## config.mk

```make
export PLATFORM = sky130hd
export DESIGN_NAME = cim_array_sequencer_flat
export DESIGN_NICKNAME = d
export VERILOG_FILES = /design/src/rtl/cim_array_sequencer_if.sv /design/src/rtl/cim_array_sequencer.sv /design/src/flat_wrapper.sv
export SDC_FILE = /design/constraint.sdc
export NUM_CORES = 1
export LEC_CHECK = 0
export BUFFER_PORTS_ARGS = -buffer_cell sky130_fd_sc_hd__buf_4
export CAP_MARGIN = 20
export CORE_MARGIN = 2
export CORE_UTILIZATION = 40
export CTS_BUF_LIST = sky130_fd_sc_hd__clkbuf_4 sky130_fd_sc_hd__clkbuf_8
export CTS_CLUSTER_SIZE = 20
export DETAILED_ROUTE_END_ITERATION = 7
export PLACE_DENSITY = 0.64
export SLEW_MARGIN = 30
export SYNTH_ARGS = -nofsm -noshare
export SYNTH_HDL_FRONTEND = slang
export SYNTH_SLANG_ARGS = --single-unit
```

## constraint.sdc

```tcl
create_clock -name clk -period 2.2 [get_ports clk]
set_input_delay 0.22 -clock clk [delete_from_list [all_inputs] [get_ports clk]]
set_output_delay 0.22 -clock clk [all_outputs]
set_load 0.02 [all_outputs]
```

## src/rtl/cim_array_sequencer_if.sv

```systemverilog
// Host command channel plus the select/enable bundle driven into the CIM macro.
// The slave side is the sequencer; the master side is the host/array view.
interface cim_array_sequencer_if #(
  parameter int N_BANK = 16,
  parameter int N_COL  = 8,
  parameter int DATA_W = 16
) ();
  localparam int BW = $clog2(N_BANK);
  localparam int CW = $clog2(N_COL);

  logic              cmd_valid;
  logic              cmd_ready;
  logic [1:0]        op_code;
  logic [BW-1:0]     addr_bank;
  logic [CW-1:0]     addr_col;
  logic [DATA_W-1:0] data;

  logic              mac_en;
  logic              w_en;
  logic [DATA_W-1:0] data_op;
  logic [N_BANK-1:0] bank_mux;
  logic [N_COL-1:0]  col_mux;
  logic [CW-1:0]     cur_col;
  logic              busy;
  logic              done;
  logic              err;

  modport master (
    output cmd_valid, op_code, addr_bank, addr_col, data,
    input  cmd_ready, mac_en, w_en, data_op, bank_mux, col_mux, cur_col, busy, done, err
  );

  modport slave (
    input  cmd_valid, op_code, addr_bank, addr_col, data,
    output cmd_ready, mac_en, w_en, data_op, bank_mux, col_mux, cur_col, busy, done, err
  );
endinterface

```

## src/rtl/cim_array_sequencer.sv

```systemverilog
// Sequences read/write/search/sweep commands onto the CIM array, holding each op
// for a programmable cycle count; ready only while idle, one done/err pulse per op.
module cim_array_sequencer #(
  parameter int N_BANK     = 16,
  parameter int N_COL      = 8,
  parameter int DATA_W     = 16,
  parameter int WORD_W     = 8,
  parameter int QUERY_W    = 4,
  parameter int READ_CYC   = 1,
  parameter int WRITE_CYC  = 2,
  parameter int SEARCH_CYC = 1
) (
  input logic                  clk,
  input logic                  rst,
  cim_array_sequencer_if.slave bus
);
  localparam int CW     = $clog2(N_COL);
  localparam int MAX_RW = (READ_CYC > WRITE_CYC) ? READ_CYC : WRITE_CYC;
  localparam int MAX_C  = (MAX_RW > SEARCH_CYC) ? MAX_RW : SEARCH_CYC;
  localparam int CNT_W  = $clog2(MAX_C) + 1;

  typedef enum logic {IDLE, ACTIVE} state_t;

  state_t           state;
  logic [CNT_W-1:0] cnt;
  logic             sweep;
  logic             err_pend;
  logic             accept;
  logic             bank_oor;
  logic             col_oor;

  assign bus.cmd_ready = (state == IDLE) && !rst;
  assign accept        = bus.cmd_valid && bus.cmd_ready;
  assign bank_oor      = 32'(bus.addr_bank) >= N_BANK;
  assign col_oor       = 32'(bus.addr_col) >= N_COL;

  always_ff @(posedge clk) begin
    if (rst) begin
      state        <= IDLE;
      cnt          <= '0;
      sweep        <= 1'b0;
      err_pend     <= 1'b0;
      bus.mac_en   <= 1'b1;
      bus.w_en     <= 1'b0;
      bus.data_op  <= '0;
      bus.bank_mux <= '0;
      bus.col_mux  <= '0;
      bus.cur_col  <= '0;
      bus.busy     <= 1'b0;
      bus.done     <= 1'b0;
      bus.err      <= 1'b0;
    end else begin
      bus.done <= 1'b0;
      bus.err  <= 1'b0;
      case (state)
        IDLE: begin
          if (accept) begin
            state    <= ACTIVE;
            bus.busy <= 1'b1;
            sweep    <= 1'b0;
            err_pend <= 1'b0;
            case (bus.op_code)
              2'b00: begin
                cnt          <= CNT_W'(READ_CYC - 1);
                bus.bank_mux <= '1;
                bus.col_mux  <= '1;
                bus.data_op  <= bus.data;
              end
              2'b01: begin
                cnt <= CNT_W'(WRITE_CYC - 1);
                // An out-of-range target leaves the array untouched but still takes the full slot.
                if (bank_oor) begin
                  err_pend <= 1'b1;
                end else begin
                  bus.bank_mux <= N_BANK'(1) << bus.addr_bank;
                  bus.w_en     <= 1'b1;
                  bus.data_op  <= DATA_W'(bus.data[WORD_W-1:0]);
                end
              end
              2'b10: begin
                cnt <= CNT_W'(SEARCH_CYC - 1);
                if (col_oor) begin
                  err_pend <= 1'b1;
                end else begin
                  bus.bank_mux <= '1;
                  bus.col_mux  <= N_COL'(1) << bus.addr_col;
                  bus.mac_en   <= 1'b0;
                  bus.data_op  <= DATA_W'(bus.data[QUERY_W-1:0]);
                  bus.cur_col  <= bus.addr_col;
                end
              end
              default: begin
                cnt          <= CNT_W'(SEARCH_CYC - 1);
                sweep        <= 1'b1;
                bus.bank_mux <= '1;
                bus.col_mux  <= N_COL'(1);
                bus.mac_en   <= 1'b0;
                bus.data_op  <= DATA_W'(bus.data[QUERY_W-1:0]);
                bus.cur_col  <= '0;
              end
            endcase
          end
        end
        default: begin
          if (cnt != '0) begin
            cnt <= cnt - CNT_W'(1);
          end else if (sweep && (bus.cur_col != CW'(N_COL - 1))) begin
            cnt         <= CNT_W'(SEARCH_CYC - 1);
            bus.cur_col <= bus.cur_col + CW'(1);
            bus.col_mux <= bus.col_mux << 1;
          end else begin
            state        <= IDLE;
            sweep        <= 1'b0;
            bus.done     <= 1'b1;
            bus.err      <= err_pend;
            bus.busy     <= 1'b0;
            bus.mac_en   <= 1'b1;
            bus.w_en     <= 1'b0;
            bus.data_op  <= '0;
            bus.bank_mux <= '0;
            bus.col_mux  <= '0;
            bus.cur_col  <= '0;
          end
        end
      endcase
    end
  end
endmodule

```

## src/flat_wrapper.sv

```systemverilog
// flat-port wrapper written by rule: the top's interface ports become plain ports
module cim_array_sequencer_flat 
#(
  parameter int N_BANK     = 16,
  parameter int N_COL      = 8,
  parameter int DATA_W     = 16,
  parameter int WORD_W     = 8,
  parameter int QUERY_W    = 4,
  parameter int READ_CYC   = 1,
  parameter int WRITE_CYC  = 2,
  parameter int SEARCH_CYC = 1
)
  (clk, rst, bus_cmd_valid, bus_op_code, bus_addr_bank, bus_addr_col, bus_data, bus_cmd_ready, bus_mac_en, bus_w_en, bus_data_op, bus_bank_mux, bus_col_mux, bus_cur_col, bus_busy, bus_done, bus_err);
  cim_array_sequencer_if #(.N_BANK(N_BANK), .N_COL(N_COL), .DATA_W(DATA_W)) bus_i ();
  input logic clk;
  input logic rst;
  input wire logic [$bits(bus_i.cmd_valid)-1:0] bus_cmd_valid;
  input wire logic [$bits(bus_i.op_code)-1:0] bus_op_code;
  input wire logic [$bits(bus_i.addr_bank)-1:0] bus_addr_bank;
  input wire logic [$bits(bus_i.addr_col)-1:0] bus_addr_col;
  input wire logic [$bits(bus_i.data)-1:0] bus_data;
  output wire logic [$bits(bus_i.cmd_ready)-1:0] bus_cmd_ready;
  output wire logic [$bits(bus_i.mac_en)-1:0] bus_mac_en;
  output wire logic [$bits(bus_i.w_en)-1:0] bus_w_en;
  output wire logic [$bits(bus_i.data_op)-1:0] bus_data_op;
  output wire logic [$bits(bus_i.bank_mux)-1:0] bus_bank_mux;
  output wire logic [$bits(bus_i.col_mux)-1:0] bus_col_mux;
  output wire logic [$bits(bus_i.cur_col)-1:0] bus_cur_col;
  output wire logic [$bits(bus_i.busy)-1:0] bus_busy;
  output wire logic [$bits(bus_i.done)-1:0] bus_done;
  output wire logic [$bits(bus_i.err)-1:0] bus_err;
  assign bus_i.cmd_valid = bus_cmd_valid;
  assign bus_i.op_code = bus_op_code;
  assign bus_i.addr_bank = bus_addr_bank;
  assign bus_i.addr_col = bus_addr_col;
  assign bus_i.data = bus_data;
  assign bus_cmd_ready = bus_i.cmd_ready;
  assign bus_mac_en = bus_i.mac_en;
  assign bus_w_en = bus_i.w_en;
  assign bus_data_op = bus_i.data_op;
  assign bus_bank_mux = bus_i.bank_mux;
  assign bus_col_mux = bus_i.col_mux;
  assign bus_cur_col = bus_i.cur_col;
  assign bus_busy = bus_i.busy;
  assign bus_done = bus_i.done;
  assign bus_err = bus_i.err;
  cim_array_sequencer #(.N_BANK(N_BANK), .N_COL(N_COL), .DATA_W(DATA_W), .WORD_W(WORD_W), .QUERY_W(QUERY_W), .READ_CYC(READ_CYC), .WRITE_CYC(WRITE_CYC), .SEARCH_CYC(SEARCH_CYC)) u_core (.clk(clk), .rst(rst), .bus(bus_i));
endmodule
```

# After elaboration in Yosys (flattened, before gate mapping)

Index checks and enable logic that the tools add are counted.

Register bits: 51
Bits of input ports: 28
Logic and storage cells: 84
Output and inout bits: 49

Shift operators: 2
Multiplexer cells: 43
Bitwise operators: 1
Equal/unequal tests: 8
Add/subtract/negate cells: 2
Reduce and logical (&&, ||, !) cells: 17

Operators by type and width:

| operator             | number |
|---|---|
| $mux 16              | 7 |
| $mux 8               | 4 |
| $pmux 16 s2          | 1 |
| $pmux 8 s3           | 1 |
| $mux 1               | 21 |
| $shl 1x4->16 const A | 1 |
| $mux 3               | 4 |
| $reduce_and 3->1     | 3 |
| $mux 2               | 4 |
| $reduce_and 4->1     | 2 |
| $shl 1x3->8 const A  | 1 |
| $ne 3x3->1 const B   | 2 |
| $pmux 3 s2           | 1 |
| $reduce_bool 2->1    | 3 |
| $reduce_or 3->1      | 2 |
| $ne 2x1->1 const B   | 2 |
| $ne 2x2->1 const B   | 2 |
| $add 3x1->3 const B  | 1 |
| $logic_and 1x1->1    | 3 |
| $eq 2x1->1 const B   | 1 |
| $eq 2x2->1 const B   | 1 |
| $logic_not 2->1      | 1 |
| $reduce_and 2->1     | 1 |
| $reduce_or 2->1      | 1 |
| other kinds (3)      | 3 |

# Logic depth before layout (Yosys ltp)

Gate-level depths: netlist of run 1.

Depth after elaboration: 5
Depth in mapped cells: 6
Depth with buffers taken out: 5

# Worst setup path before layout of run 1

OpenSTA, ideal clock, no wires.

Path kind: reg2reg
Start point: reg u_core.bus.cur_col[0]
End point: reg u_core.bus.data_op[2]
Arrival: 1.557 ns
Path slack: 0.572 ns
Buffers on the path: 1
Stages on the path, launching flop included: 7
Period minus slack after synthesis: 1.628 ns
Required time: 2.130 ns
Library setup time: 0.070 ns
Cells stage by stage: dfxtp_1 ha_1 ha_1 nor2b_1 clkbuf_1 o211ai_1 a21oi_1

Cells in the longest elaborated chain, start to end: 4

Ends and longest elaborated chain:

| item                       | line                         | source |
|---|---|---|
| start: declaration         | cim_array_sequencer_if.sv:35 | `output cmd_ready, mac_en, w_en, data_op, bank_mux, col_mux, cur_col, busy, done, err` |
| start signal: assignment   | cim_array_sequencer.sv:89    | `bus.cur_col <= bus.addr_col;` |
| start signal: assignment   | cim_array_sequencer.sv:109   | `bus.cur_col <= bus.cur_col + CW'(1);` |
| $ne 3x3->1                 | cim_array_sequencer.sv:107   | `end else if (sweep && (bus.cur_col != CW'(N_COL - 1))) begin` |
| $logic_and 1x1->1          | cim_array_sequencer.sv:107   |  |
| $ne 2x2->1 (no line)       | n/a                          |  |
| $reduce_and 3->1 (no line) | n/a                          |  |
| end signal: assignment     | cim_array_sequencer.sv:77    | `bus.data_op <= DATA_W'(bus.data[WORD_W-1:0]);` |
| end signal: assignment     | cim_array_sequencer.sv:88    | `bus.data_op <= DATA_W'(bus.data[QUERY_W-1:0]);` |
| end signal: assignment     | cim_array_sequencer.sv:98    | `bus.data_op <= DATA_W'(bus.data[QUERY_W-1:0]);` |
| end: declaration           | cim_array_sequencer_if.sv:35 |  |

Every way passes these cells.
A chain may end at the register's enable or synchronous reset.

# Final worst setup path of run 1

Start point: reg u_core.state
End point: reg u_core.bus.bank_mux[11]

Cells in the longest elaborated chain, start to end: 5
Elaborated cells on any way between the ends: 8
Those cells by class: eq/ne (2); mux (1); bitwise (1); reduce/logical (4)

Ends and longest elaborated chain:

| item                        | line                         | source |
|---|---|---|
| start: declaration          | cim_array_sequencer.sv:24    | `state_t state;` |
| start signal: assignment    | cim_array_sequencer.sv:39    | `state <= IDLE;` |
| start signal: assignment    | cim_array_sequencer.sv:58    | `state <= ACTIVE;` |
| start signal: assignment    | cim_array_sequencer.sv:112   | `state <= IDLE;` |
| $not 1->1 (no line)         | n/a                          |  |
| $logic_and 1x1->1           | cim_array_sequencer.sv:32    | `assign bus.cmd_ready = (state == IDLE) && !rst;` |
| $logic_and 1x1->1           | cim_array_sequencer.sv:33    | `assign accept = bus.cmd_valid && bus.cmd_ready;` |
| $reduce_bool 2->1 (no line) | n/a                          |  |
| $reduce_and 3->1 (no line)  | n/a                          |  |
| end signal: assignment      | cim_array_sequencer.sv:75    | `bus.bank_mux <= N_BANK'(1) << bus.addr_bank;` |
| end: declaration            | cim_array_sequencer_if.sv:35 |  |

Parallel ways exist; a longest one is shown, timed or not.

==> results_dict.tcl, run 1 <==
set metrics [dict create \
    syn_area_per_cell_um2 9.12 \
    reg2reg_setup_slack_ps 440 \
    port_buffers 75 \
    endpoint_kind "flop" \
    drc 0 \
    ys_seq_area_share_pct 43.5 \
    stdcell_count 393 \
    cts_root_buffer "clkbuf_8" \
    clock_latency_ps 310 \
    nets 350 \
    crit_path_start "u_core.state" \
    routed_wl_um 6150 \
    diodes 0 \
    dpl.cell_count 385 \
    vias_per_cell 5.60 \
    critical-path-slowest-cell "or3b_1" \
    stdcell_area_um2 3030 \
    critPathMaxFanout 15 \
    cts.sinks 51 \
    startpoint_type "flop" \
    period_needed_ps 1760 \
    place_congestion 0.829 \
    num_vias 2199 \
    grt_pass1_vias 2002 \
    critPathTopFamily "simple AND/OR/NAND/NOR gates" \
    groute.usage.overall_pct 19.3 \
    rr_endpoint "u_core.bus.bank_mux[11]" \
    drt_iter0_markers 64 \
    hpwl_um 4090 \
    synth_area_um2 2340 \
    holdPathEnd "u_core.bus.data_op[15]" \
    overflow 0 \
    drive_gt1_share_pct 29.0 \
    min_from "bus_data[15]" \
    crit_required_ps 2390 \
    setup_viol 0 \
    hold_depth 2 \
    grt_pass1_wl_um 9770 \
    hold_violations 0 \
    synth_fp_nets 287 \
    synth-edff-count 0 \
    die_y_um 80.6 \
    slew_headroom_pct 43.5 \
    tightest_slew_ps 847 \
    num_rows 27 \
    antenna_left 0 \
    crit_buf_inv 1 \
    placed_cell_area_um2 2940 \
    path_clk_slew_ps 90 \
    ys.flop_type "dfxtp_1" \
    finalClockSkew_ps 11.3 \
    path_cells "or3b_1 -> buf_4 -> o211ai_1 -> a21oi_1" \
    ctsHoldBuffers 0 \
    ff2ff_path_depth 4 \
    r2r-start "u_core.state" \
    start_util_pct 42.1 \
    grt_antenna_before_repair 0 \
    tns_ps 0 \
    async_flop_share_pct 0 \
    dieArea_um2 6490 \
    cts_made_buffers 5 \
    rsz0062_at_grt "no" \
    cp_slowest_stage_delay_ps 590 \
    hold_class "in2reg" \
    avgRoutedWirePerCell_um 15.6 \
    critPathKind "reg2reg" \
    cts.path.max_buffers 2 \
    status "finished, final reports clean" \
    max-vdd-ir-drop_v 0.000332 \
    cts_resized 0 \
    slew_viol_final 0 \
    ys_warn_count 0 \
    leakagePower_nw 1.24 \
    ys_ff_latch 51 \
    syn2layout_area_growth_pct 29.1 \
    grt_max_degree 26 \
    critical_path_depth 4 \
    fmax_mhz 568 \
    pin_count 77 \
    critPathArrivalTime_ps 1950 \
    synth_cell_type_count 41 \
    core_area_um2 5570 \
    htree_levels 2 \
    min_period_over_period_pct 80.0 \
    cts_tree "done" \
    die_w_um 80.6 \
    cts_setup_buffers 0 \
    powerDensity_nw_per_um2 665 \
    syn_inst 257 \
    drv_cap 0 \
    firstDrtPassIters 4 \
]
[power breakdown]
part           total (W)  switching [W]  internal (W)
clock network   0.000550       0.000314      0.000235
logic           0.000439       0.000251      0.000188
registers        0.00102      0.0000418      0.000981
[kinds of logic (layout without fill, tap and decap cells)]
group                    Yosys count  count (layout)  share of synthesized area (%)
AND/OR/NAND/NOR                   60              60                           17.1
buffers and inverters             30              94                           5.71
flip-flops                        51              51                           43.5
adder cells (fa/ha/maj)            2               2                           1.07
AO/OA/AOI/OAI                    109             109                           30.7
multiplexers                       4               4                           1.71
other                              1               1                          0.160
[how the worst max path moves through the flow]
stage	end
after floorplan	u_core.bus.data_op[2]
after global placement	u_core.bus.col_mux[6]
after detailed placement	u_core.bus.data_op[6]
after CTS	u_core.bus.data_op[6]
after global routing	u_core.bus.data_op[6]
final	u_core.bus.bank_mux[11]
[flip-flops by register name (all words and copies together) (netlist names)]
register             count
u_core.bus.col_mux       8
u_core.bus.cur_col       3
u_core.sweep             1
u_core.bus.done          1
u_core.state             1
u_core.bus.mac_en        1
u_core.bus.bank_mux     16
u_core.bus.w_en          1
u_core.cnt               2
u_core.bus.busy          1
u_core.bus.data_op      16
[cell type report]
type / instances / area [um^2]
Multi-Input combinational cell: 176 / 1200
Sequential cell: 51 / 1020
Clock inverter: 2 / 12.5
Tap cell: 72 / 90.1
Clock buffer: 6 / 76.3
Inverter: 4 / 15.0
Fill cell: 547 / 2550
Timing Repair Buffer: 82 / 616
[per-stage QoR]
| step | worst slack (ps) | hold slack (ps) | util (%) | power [W] |
|---|---|---|---|---|
| global route | 309 | 117 | 54.3 | 0.00211 |
| finish | 440 | 120 | 54.3 | 0.00201 |
| floorplan | 572 | 330 | - | 0.00130 |
| global placement | 479 | 439 | 52.7 | 0.00148 |
| CTS | 437 | 115 | 54.3 | 0.00203 |
| detailed placement | 455 | 440 | 52.7 | 0.00148 |
[metal layers]
layer / track usage, % / part of all wire (%)
met2: 28.8 / 44
met5: 0 / 0
met3: 4.72 / 5.2
met1: 27.0 / 49
met4: 6.27 / 1.9
[cells in the mapped netlist, types with 2 or more instances]
cell type	number	area share, %
a211oi_1	14	4.5
a21o_1	2	0.64
a21oi_1	30	6.4
a22o_1	8	3.0
a22oi_1	5	1.6
a32oi_1	6	2.2
and3_1	2	0.53
and4b_1	4	1.7
buf_2	11	2.3
buf_4	2	0.64
clkbuf_1	12	1.9
dfxtp_1	51	44
ha_1	2	1.1
inv_1	3	0.48
mux2i_1	4	1.7
nand2_1	14	2.2
nand2b_1	3	0.80
nor2_1	6	0.96
nor2b_1	4	1.1
nor3_1	4	0.85
nor3b_2	2	1.1
nor4b_1	4	1.5
nor4bb_1	7	3.0
o211ai_1	21	6.7
o21ai_0	17	3.6
o31ai_1	3	0.96
or3b_1	2	0.75
[cells in the final DEF, fill, tap and decap left out, drive strengths merged, types with 2 or more instances in the layout]
master / Yosys / routed
a21oi: 30 / 30
nor4bb: 7 / 7
a32oi: 6 / 6
a22oi: 5 / 5
clkbuf: 12 / 6
and4b: 4 / 4
o31ai: 3 / 3
a22o: 8 / 8
nor3b: 3 / 3
a211oi: 15 / 15
buf: 14 / 82
o21ai: 18 / 18
nor2b: 4 / 4
nand2b: 3 / 3
mux2i: 4 / 4
inv: 3 / 3
clkinv: 1 / 2
and3: 2 / 2
or3b: 2 / 2
ha: 2 / 2
o211ai: 21 / 21
nor2: 6 / 6
nor3: 4 / 4
a21o: 2 / 2
dfxtp: 51 / 51
nor4b: 4 / 4
nand2: 14 / 14
Note: power is estimated with default switching activity, not from simulation.
==> run 2: changes to the inputs <==
--- a/config.mk
+++ b/config.mk
@@ -5,6 +5,7 @@
 export SDC_FILE = /design/constraint.sdc
 export NUM_CORES = 1
 export LEC_CHECK = 0
+export ABC_AREA = 1
 export BUFFER_PORTS_ARGS = -buffer_cell sky130_fd_sc_hd__buf_4
 export CAP_MARGIN = 20
 export CORE_MARGIN = 2
@@ -12,7 +13,7 @@
 export CTS_BUF_LIST = sky130_fd_sc_hd__clkbuf_4 sky130_fd_sc_hd__clkbuf_8
 export CTS_CLUSTER_SIZE = 20
 export DETAILED_ROUTE_END_ITERATION = 7
-export PLACE_DENSITY = 0.64
+export PLACE_DENSITY = 0.63
 export SLEW_MARGIN = 30
 export SYNTH_ARGS = -nofsm -noshare
 export SYNTH_HDL_FRONTEND = slang
==> constraint.sdc (replaced) <==
create_clock -name clk -period 1.75 [get_ports clk]
set_input_delay 0.175 -clock clk [delete_from_list [all_inputs] [get_ports clk]]
set_output_delay 0.175 -clock clk [all_outputs]
set_load 0.02 [all_outputs]
==> results_dict.tcl, run 2 <==
set metrics [dict create \
    status "finished, final reports clean" \
    path_clk_slew_ps 100 \
    port_buffers 75 \
    num_vias 2466 \
    hold_class "in2reg" \
    reg.largest.list "u_core.bus.bank_mux (16), u_core.bus.data_op (16), u_core.bus.col_mux (8)" \
    die_y_um 81.9 \
    drv_cap 0 \
    synthTopCellsByCount "nand2_1 (89), dfxtp_1 (51), nand3_1 (47), nor2_1 (40), a21oi_1 (39)" \
    yosys.area.top_type "dfxtp_1" \
    syn_area_per_cell_um2 6.96 \
    pin_count 77 \
    hold_violations 0 \
    ys_seq_area_share_pct 42.0 \
    startpoint_type "flop" \
    cts_setup_buffers 0 \
    reg2reg_setup_slack_ps 200 \
    fin_util_pct 53.4 \
    synth-edff-count 0 \
    tns_ps 0 \
    htree_levels 2 \
    critPathMaxFanout 12 \
    syn2layout_area_growth_pct 29.3 \
    nets 450 \
    drc 0 \
    cts_root_buffer "clkbuf_8" \
    power_w 0.00268 \
    ys_warn_count 0 \
    syn_inst 349 \
    yosysMostFrequentCell "nand2_1" \
    grt_pass1_wl_um 9990 \
    num_rows 28 \
    grt_pass1_vias 2278 \
    vias_per_cell 4.97 \
    routed_wl_um 6060 \
    synth_area_leaders "dfxtp_1 (42%), nand2_1 (14%), nand3_1 (9.7%), a21oi_1 (8.0%), nor2_1 (6.2%)" \
    ctsHoldBuffers 0 \
    fmax_mhz 643 \
    max-vdd-ir-drop_v 0.000442 \
    netlist.area_leader.share_pct 42.0 \
    slew_viol_final 0 \
    grt_antenna_before_repair 0 \
    ys_ff_latch 51 \
    die_w_um 81.9 \
    diodes 0 \
    cts_made_buffers 5 \
    min_period_over_period_pct 88.8 \
    antenna_left 0 \
    start_util_pct 41.3 \
    overflow 0 \
    synth_area_um2 2430 \
    cts.sinks 51 \
    hold_depth 3 \
    cts_resized 0 \
    drive_gt1_share_pct 24.5 \
    powerDensity_nw_per_um2 853 \
    endpoint_kind "flop" \
    crit_path_start "u_core.bus.cur_col[0]" \
    ys.flop_type "dfxtp_1" \
    period_needed_ps 1550 \
    dieArea_um2 6710 \
    avgRoutedWirePerCell_um 12.2 \
    layout.cells.most_common_list "nand2_1 (89), buf_4 (81), dfxtp_1 (51)" \
    critPathKind "reg2reg" \
    critPathArrivalTime_ps 1790 \
    r2r-start "u_core.bus.cur_col[0]" \
    crit_required_ps 1990 \
    ff2ff_path_depth 8 \
    setup_viol 0 \
    finalClockSkew_ps 11.1 \
    rr_endpoint "u_core.bus.bank_mux[15]" \
    firstDrtPassIters 4 \
    synth_cell_type_count 25 \
    holdPathEnd "u_core.bus.data_op[5]" \
    groute.usage.overall_pct 18.8 \
    async_flop_share_pct 0 \
    cts_tree "done" \
    synth_fp_nets 379 \
    cts.path.max_buffers 2 \
    core_area_um2 5890 \
    leakagePower_nw 1.45 \
    clock_latency_ps 310 \
    hpwl_um 4410 \
    min_from "bus_data[5]" \
    place_congestion 0.847 \
    drt_iter0_markers 110 \
    layout_commonest_cell "nand2_1" \
    grt_max_degree 27 \
    rsz0062_at_grt "no" \
]
[run 2: changes by cell type in the layout (fill, tap and decap cells not counted), sizes merged, moves of 7 or more]
cell    change
inv        +25
a211oi     -15
a21oi       +9
nand3      +47
nand2      +80
nor2       +39
o211ai     -20
a22o        -8
nor4bb      -7
[run 2: per-layer routing]
| metal | vias up | global-route usage, % | wire [um] | part of all wire, % |
|---|---|---|---|---|
| met1 | 1114 | 24.4 | 2820 | 47 |
| met5 | - | 0 | 0 | 0 |
| met2 | 75 | 31.2 | 2800 | 46 |
| met3 | 8 | 3.85 | 364 | 6.0 |
| met4 | 0 | 5.67 | 70 | 1.2 |
| li1 | 1269 | - | - | - |
[run 2: power by group]
part | internal, W | switching (W)
combinational | 0.000217 | 0.000326
clock | 0.000463 | 0.000399
sequential | 0.00123 | 0.0000444
[run 2: cells by family after synthesis]
family | synth area share [%]
flip-flops | 42.0
AO/OA/AOI/OAI | 13.1
buffers and inverters | 8.86
other | 0.154
adder cells (fa/ha/maj) | 1.03
AND/OR/NAND/NOR | 34.8
[run 2: how the worst max path moves through the flow]
stage / to / slack, ps / depth (start not counted)
6_report: u_core.bus.bank_mux[15] / 200 / 8
5_1_grt: u_core.bus.data_op[8] / 20 / 9
4_1_cts: u_core.bus.data_op[1] / 190 / 9
3_5_place_dp: u_core.bus.data_op[8] / 220 / 9
3_3_place_gp: u_core.bus.bank_mux[11] / 250 / 8
2_1_floorplan: u_core.bus.data_op[4] / 220 / 10
[run 2: final cells by class]
class	instances	area [um^2]
Inverter	28	108
Tap cell	75	93.8
Timing Repair Buffer	81	608
Clock buffer	6	82.6
Sequential cell	51	1020
Fill cell	594	2750
Multi-Input combinational cell	253	1190
Clock inverter	2	35.0
[run 2: through the flow]
stage | area, um^2 | std cells | hold WS [ps] | worst slack [ps]
2_1_floorplan | 2430 | 349 | 313 | 216
3_5_place_dp | 3020 | 488 | 415 | 224
5_1_grt | 3140 | 496 | 116 | 23.5
4_1_cts | 3140 | 496 | 86.0 | 192
6_report | 3140 | 496 | 94.8 | 196
3_3_place_gp | 3020 | 488 | 406 | 248
[run 2: worst max-delay path, cell delays in order, from the launching register on]
cell     delay (ps)
dfxtp_1         340
ha_1            200
ha_1            180
inv_1            60
nand2_1          70
nand3_1         170
buf_4           240
nand3_1          80
a21oi_1         140
